<file path="src/rtl/step_batcher_if.sv">
// step_batcher_if: commit/flush/halt inputs and batched step outputs of the step batcher
interface step_batcher_if #(
  parameter int CNT_WIDTH  = 4,
  parameter int STEP_WIDTH = 8
);
  logic                  commit_valid;
  logic [CNT_WIDTH-1:0]  commit_cnt;
  logic                  flush;
  logic                  simv_result;
  logic [STEP_WIDTH-1:0] step;
  logic                  flush_done;
  logic                  halted;
  logic                  overflow;
  logic [63:0]           total_steps;
  modport master (
    output commit_valid, commit_cnt, flush, simv_result,
    input  step, flush_done, halted, overflow, total_steps
  );
  modport slave (
    input  commit_valid, commit_cnt, flush, simv_result,
    output step, flush_done, halted, overflow, total_steps
  );
endinterface

</file>
<file path="src/rtl/step_batcher.sv">
// step_batcher: batches per-cycle commit counts into capped step pulses with timeout, drain and halt
module step_batcher #(
  parameter int STEP_WIDTH = 8,
  parameter int CNT_WIDTH  = 4,
  parameter int ACC_WIDTH  = 16,
  parameter int BATCH      = 64,
  parameter int TIMEOUT    = 1000
) (
  input logic           clock,
  input logic           reset,
  step_batcher_if.slave bus
);
  localparam int TW = $clog2(TIMEOUT + 1);
  localparam logic [ACC_WIDTH-1:0] STEP_MAX = {{(ACC_WIDTH-STEP_WIDTH){1'b0}}, {STEP_WIDTH{1'b1}}};
  localparam logic [ACC_WIDTH-1:0] BATCH_V = ACC_WIDTH'(BATCH);
  typedef enum logic [1:0] {ACCUM, DRAIN, HALT} state_t;
  state_t               state;
  logic [ACC_WIDTH-1:0] acc;
  logic [TW-1:0]        timer;
  logic [ACC_WIDTH:0]   in_w;
  logic [ACC_WIDTH:0]   sum;
  logic [ACC_WIDTH-1:0] e;
  logic                 want;
  logic                 fire;
  logic                 sat;
  // e never exceeds acc, so the subtraction cannot underflow; only the add can carry out
  always_comb begin
    in_w = bus.commit_valid ? (ACC_WIDTH+1)'(bus.commit_cnt) : '0;
    want = (state == DRAIN && acc != '0) ||
           (state == ACCUM && (acc >= BATCH_V || (acc != '0 && timer == TW'(TIMEOUT - 1))));
    fire = want && !bus.simv_result;
    e    = fire ? (acc > STEP_MAX ? STEP_MAX : acc) : '0;
    sum  = {1'b0, acc} - {1'b0, e} + in_w;
    sat  = sum[ACC_WIDTH];
  end
  always_ff @(posedge clock) begin
    if (!reset) begin
      state           <= ACCUM;
      acc             <= '0;
      timer           <= '0;
      bus.step        <= '0;
      bus.flush_done  <= 1'b0;
      bus.halted      <= 1'b0;
      bus.overflow    <= 1'b0;
      bus.total_steps <= '0;
    end else begin
      acc             <= sat ? '1 : sum[ACC_WIDTH-1:0];
      bus.overflow    <= bus.overflow | sat;
      bus.step        <= e[STEP_WIDTH-1:0];
      bus.total_steps <= bus.total_steps + 64'(e);
      timer           <= (state != ACCUM || fire || acc == '0) ? '0 : timer + 1'b1;
      bus.flush_done  <= state == DRAIN && acc == '0 && !bus.simv_result;
      bus.halted      <= state == HALT || bus.simv_result;
      state           <= (state == HALT || bus.simv_result) ? HALT :
                         state == DRAIN ? (acc == '0 ? ACCUM : DRAIN) :
                         bus.flush ? DRAIN : ACCUM;
    end
  end
endmodule

</file>
<file path="src/flat_wrapper.sv">
// flat-port wrapper written by rule: the top's interface ports become plain ports
module step_batcher_flat 
#(
  parameter int STEP_WIDTH = 8,
  parameter int CNT_WIDTH  = 4,
  parameter int ACC_WIDTH  = 16,
  parameter int BATCH      = 64,
  parameter int TIMEOUT    = 1000
)
  (clock, reset, bus_commit_valid, bus_commit_cnt, bus_flush, bus_simv_result, bus_step, bus_flush_done, bus_halted, bus_overflow, bus_total_steps);
  step_batcher_if #(.CNT_WIDTH(CNT_WIDTH), .STEP_WIDTH(STEP_WIDTH)) bus_i ();
  input logic clock;
  input logic reset;
  input wire logic [$bits(bus_i.commit_valid)-1:0] bus_commit_valid;
  input wire logic [$bits(bus_i.commit_cnt)-1:0] bus_commit_cnt;
  input wire logic [$bits(bus_i.flush)-1:0] bus_flush;
  input wire logic [$bits(bus_i.simv_result)-1:0] bus_simv_result;
  output wire logic [$bits(bus_i.step)-1:0] bus_step;
  output wire logic [$bits(bus_i.flush_done)-1:0] bus_flush_done;
  output wire logic [$bits(bus_i.halted)-1:0] bus_halted;
  output wire logic [$bits(bus_i.overflow)-1:0] bus_overflow;
  output wire logic [$bits(bus_i.total_steps)-1:0] bus_total_steps;
  assign bus_i.commit_valid = bus_commit_valid;
  assign bus_i.commit_cnt = bus_commit_cnt;
  assign bus_i.flush = bus_flush;
  assign bus_i.simv_result = bus_simv_result;
  assign bus_step = bus_i.step;
  assign bus_flush_done = bus_i.flush_done;
  assign bus_halted = bus_i.halted;
  assign bus_overflow = bus_i.overflow;
  assign bus_total_steps = bus_i.total_steps;
  step_batcher #(.STEP_WIDTH(STEP_WIDTH), .CNT_WIDTH(CNT_WIDTH), .ACC_WIDTH(ACC_WIDTH), .BATCH(BATCH), .TIMEOUT(TIMEOUT)) u_core (.clock(clock), .reset(reset), .bus(bus_i));
endmodule
</file>
<file path="config.mk">
export PLATFORM = sky130hd
export DESIGN_NAME = step_batcher_flat
export DESIGN_NICKNAME = d
export VERILOG_FILES = /design/src/rtl/step_batcher_if.sv /design/src/rtl/step_batcher.sv /design/src/flat_wrapper.sv
export SDC_FILE = /design/constraint.sdc
export NUM_CORES = 1
export LEC_CHECK = 0
export CORE_ASPECT_RATIO = 2
export CORE_MARGIN = 2
export CORE_UTILIZATION = 50
export DETAILED_ROUTE_END_ITERATION = 8
export PLACE_DENSITY = 0.77
export SLEW_MARGIN = 20
export SYNTH_ARGS = -nofsm -noshare
export SYNTH_HDL_FRONTEND = slang
export SYNTH_SLANG_ARGS = --single-unit
</file>
<file path="constraint.sdc">
create_clock -name clock -period 4.2 [get_ports clock]
set_input_delay 0.84 -clock clock [delete_from_list [all_inputs] [get_ports clock]]
set_output_delay 0.84 -clock clock [all_outputs]
set_load 0.03 [all_outputs]
</file>
==> impl_metrics.toml <==
[critical_path]
start_kind = "flop"
rr_startpoint = "u_core.acc[1]"
cp_max_fo = 8
startpoint = "u_core.acc[1]"
crit_arrival_ns = 4.64
r2r_end = "u_core.acc[8]"
criticalPathCategory = "reg -> reg"
cp-end-kind = "flop"
r2r_cells = 18
required_ns = 4.44
endpoint = "u_core.acc[8]"
rrSetupSlack_ns = -0.20

[power]
p_per_area_nw_per_um2 = 640
peakVddDrop_uv = 594
leakagePower_nw = 3.23

[logic_synthesis]
synth_common_cells = "dfxtp_1, nor2_1, xnor2_1, ha_1"
synth_most_common_cell = "dfxtp_1"
async_reset_ff_frac = 0
synthTopCellsByArea = "dfxtp_1, ha_1, xnor2_1, nor2_1, xor2_1"
yosysWarnings = 0
syn_area_per_cell_um2 = 9.17
yosys.area.top_type = "dfxtp_1"
ys_ff_latch = 102
ys_types = 55
yosysSeqAreaShare = 0.356
synth_edf_count = 0
synth.top_cell.area_share = 0.356
yosys_most_used_dff = "dfxtp_1"
syn_area_um2 = 5740
synth_cells = 626

[sta]
post-route-min-period_ns = 4.40
clock-skew-final_ns = 0.0104
fin_ws_ns = -0.199
finalSetupViolations = 16
fmaxAchievable_mhz = 227
worst_slew_pin_slew_ns = 0.967
slew_violations = 0
rsz0062_at_grt = "yes"
period_share = 1.05
slew_headroom = 0.354
final_hold_viol_count = 0

[placement]
hpwlAfterDp_mm = 11.2
place_area_um2 = 7370
dp_slack_ns = -0.727
place_congestion = 0.868
port_buffers = 83

[global_routing]
grt_pass1_wl_mm = 24.5
grt_pass1_vias = 5441
antenna_found_initial = 0
grt_overflow_total = 0
grt_max_degree = 70
grt_use_total = 0.248

[route]
drt-initial-drc-count = 221
ant_nets = 0
wl_per_cell_um = 16.0
dr.pass1.iters = 4
routed-via-count = 5239
drcViolationCount = 0
via_per_inst = 5.46
wl_mm = 15.4

[floorplan]
die_h_um = 156
rows = 55
die_w_um = 79.8
start_util = 0.509
die_area_um2 = 12400
pin_count = 84
coreArea_um2 = 11300

[final_layout]
drive_above_1_share = 0.208
diodes = 0
fin_area_um2 = 7980
area_growth_pct = 38.9
nets = 870

[worst_hold_path]
hp-class = "reg -> reg"

[clocking]
cts_made_buffers = 9
cts_tree = "done"
cts_sinks = 102
clockBufferDepth = 2
root_buffer = "clkbuf_16"
clkTransAtPathRegs_ns = 0.07
ctsHoldBuffers = 0
clk_latency_ns = 0.35
htree_levels = 3

[outcome]
status = "finished with violations"
violations = "negative setup slack"

[job]
cap_violations = 0
flip-flops by register name, indices dropped and copies added, names as in the netlist:
signal	cells
u_core.acc	16
u_core.bus.flush_done	1
u_core.bus.overflow	1
u_core.bus.step	8
u_core.bus.total_steps	64
u_core.state	2
u_core.timer	10
layer usage:
metal	GRT usage	vias up	part of all wire
met5	0	-	0
met4	0.132	0	0.054
met3	0.0394	59	0.032
met2	0.485	135	0.56
met1	0.238	2505	0.35
li1	-	2540	-
area by class of cell:
type	count	area, um2
clock buffers	11	243
clock inverters	5	65.1
fillers	842	3310
inverters	26	97.6
multi-input cells	494	3740
flip-flops and latches	102	2040
well taps	142	178
repair buffers	179	1610
worst max-delay path, stage by stage (launching register included):
cell	delay (ns)
dfxtp_2	0.34
nor4_4	0.38
a2111oi_4	0.14
o31a_4	0.38
o21a_1	0.14
fa_1	0.50
inv_2	0.05
fa_2	0.36
a211oi_2	0.30
o21ai_2	0.10
a31oi_2	0.17
nor2b_1	0.07
o21a_2	0.25
nor4_4	0.26
o31a_1	0.24
o21ai_4	0.10
xnor2_4	0.17
clkbuf_16	0.19
o21a_1	0.17
per-stage QoR:
step	setup TNS [ns]	hold WS, ns	utilization	power (mW)	instances
6_report	-2.90	0.480	0.707	5.10	959
5_1_grt	-5.05	0.507	0.707	5.41	959
4_1_cts	-1.89	0.492	0.691	4.81	955
3_5_place_dp	-15.02	0.471	0.653	3.74	929
3_3_place_gp	-12.13	0.457	0.653	3.66	929
2_1_floorplan	0	0.430	-	2.87	640
timing repair:
action	in CTS	in global routing
gates resized for setup	8	21
setup buffers	10	4
cloned	0	1
pin swaps	6	31
endpoints found under the setup margin	16	43
cells by family after synthesis:
kind of cell / share of synthesized area
simple gates: 0.192
compound gates: 0.176
flops: 0.356
xor+xnor: 0.127
fa+ha+maj: 0.113
buf+inv: 0.0338
other cells: 0.00131
mux: 0.00174
cells in the final DEF (no fill, tap or decap), drive strengths merged, types with 14 or more instances in the layout:
| cell type | synthesis | final |
|---|---|---|
| o21a | 24 | 24 |
| buf | 6 | 95 |
| conb | 2 | 16 |
| nand2 | 30 | 30 |
| dfxtp | 102 | 102 |
| xnor2 | 53 | 53 |
| o21ai | 18 | 18 |
| ha | 44 | 44 |
| nor2 | 96 | 96 |
| a21oi | 30 | 30 |
| xor2 | 30 | 30 |
| a2111oi | 14 | 14 |
| inv | 25 | 28 |
| nand3 | 26 | 26 |
| clkdlybuf4s50 | 0 | 83 |
power by group:
part           leakage [nW]  internal [mW]  switching, mW
combinational          2.25           1.46           1.51
clock                 0.144          0.485          0.384
sequential            0.835           1.12          0.138
worst min-delay path by stage:
stage | start | end | slack (ns) | cells past startpoint
2_1_floorplan | u_core.timer[0] | u_core.timer[0] | 0.43 | 1
3_3_place_gp | u_core.bus.overflow | u_core.bus.overflow | 0.46 | 1
3_5_place_dp | u_core.bus.overflow | u_core.bus.overflow | 0.47 | 1
4_1_cts | u_core.bus.overflow | u_core.bus.overflow | 0.49 | 1
5_1_grt | u_core.bus.overflow | u_core.bus.overflow | 0.51 | 1
6_report | u_core.bus.overflow | u_core.bus.overflow | 0.48 | 1
Power figures use the tool's default switching activity.
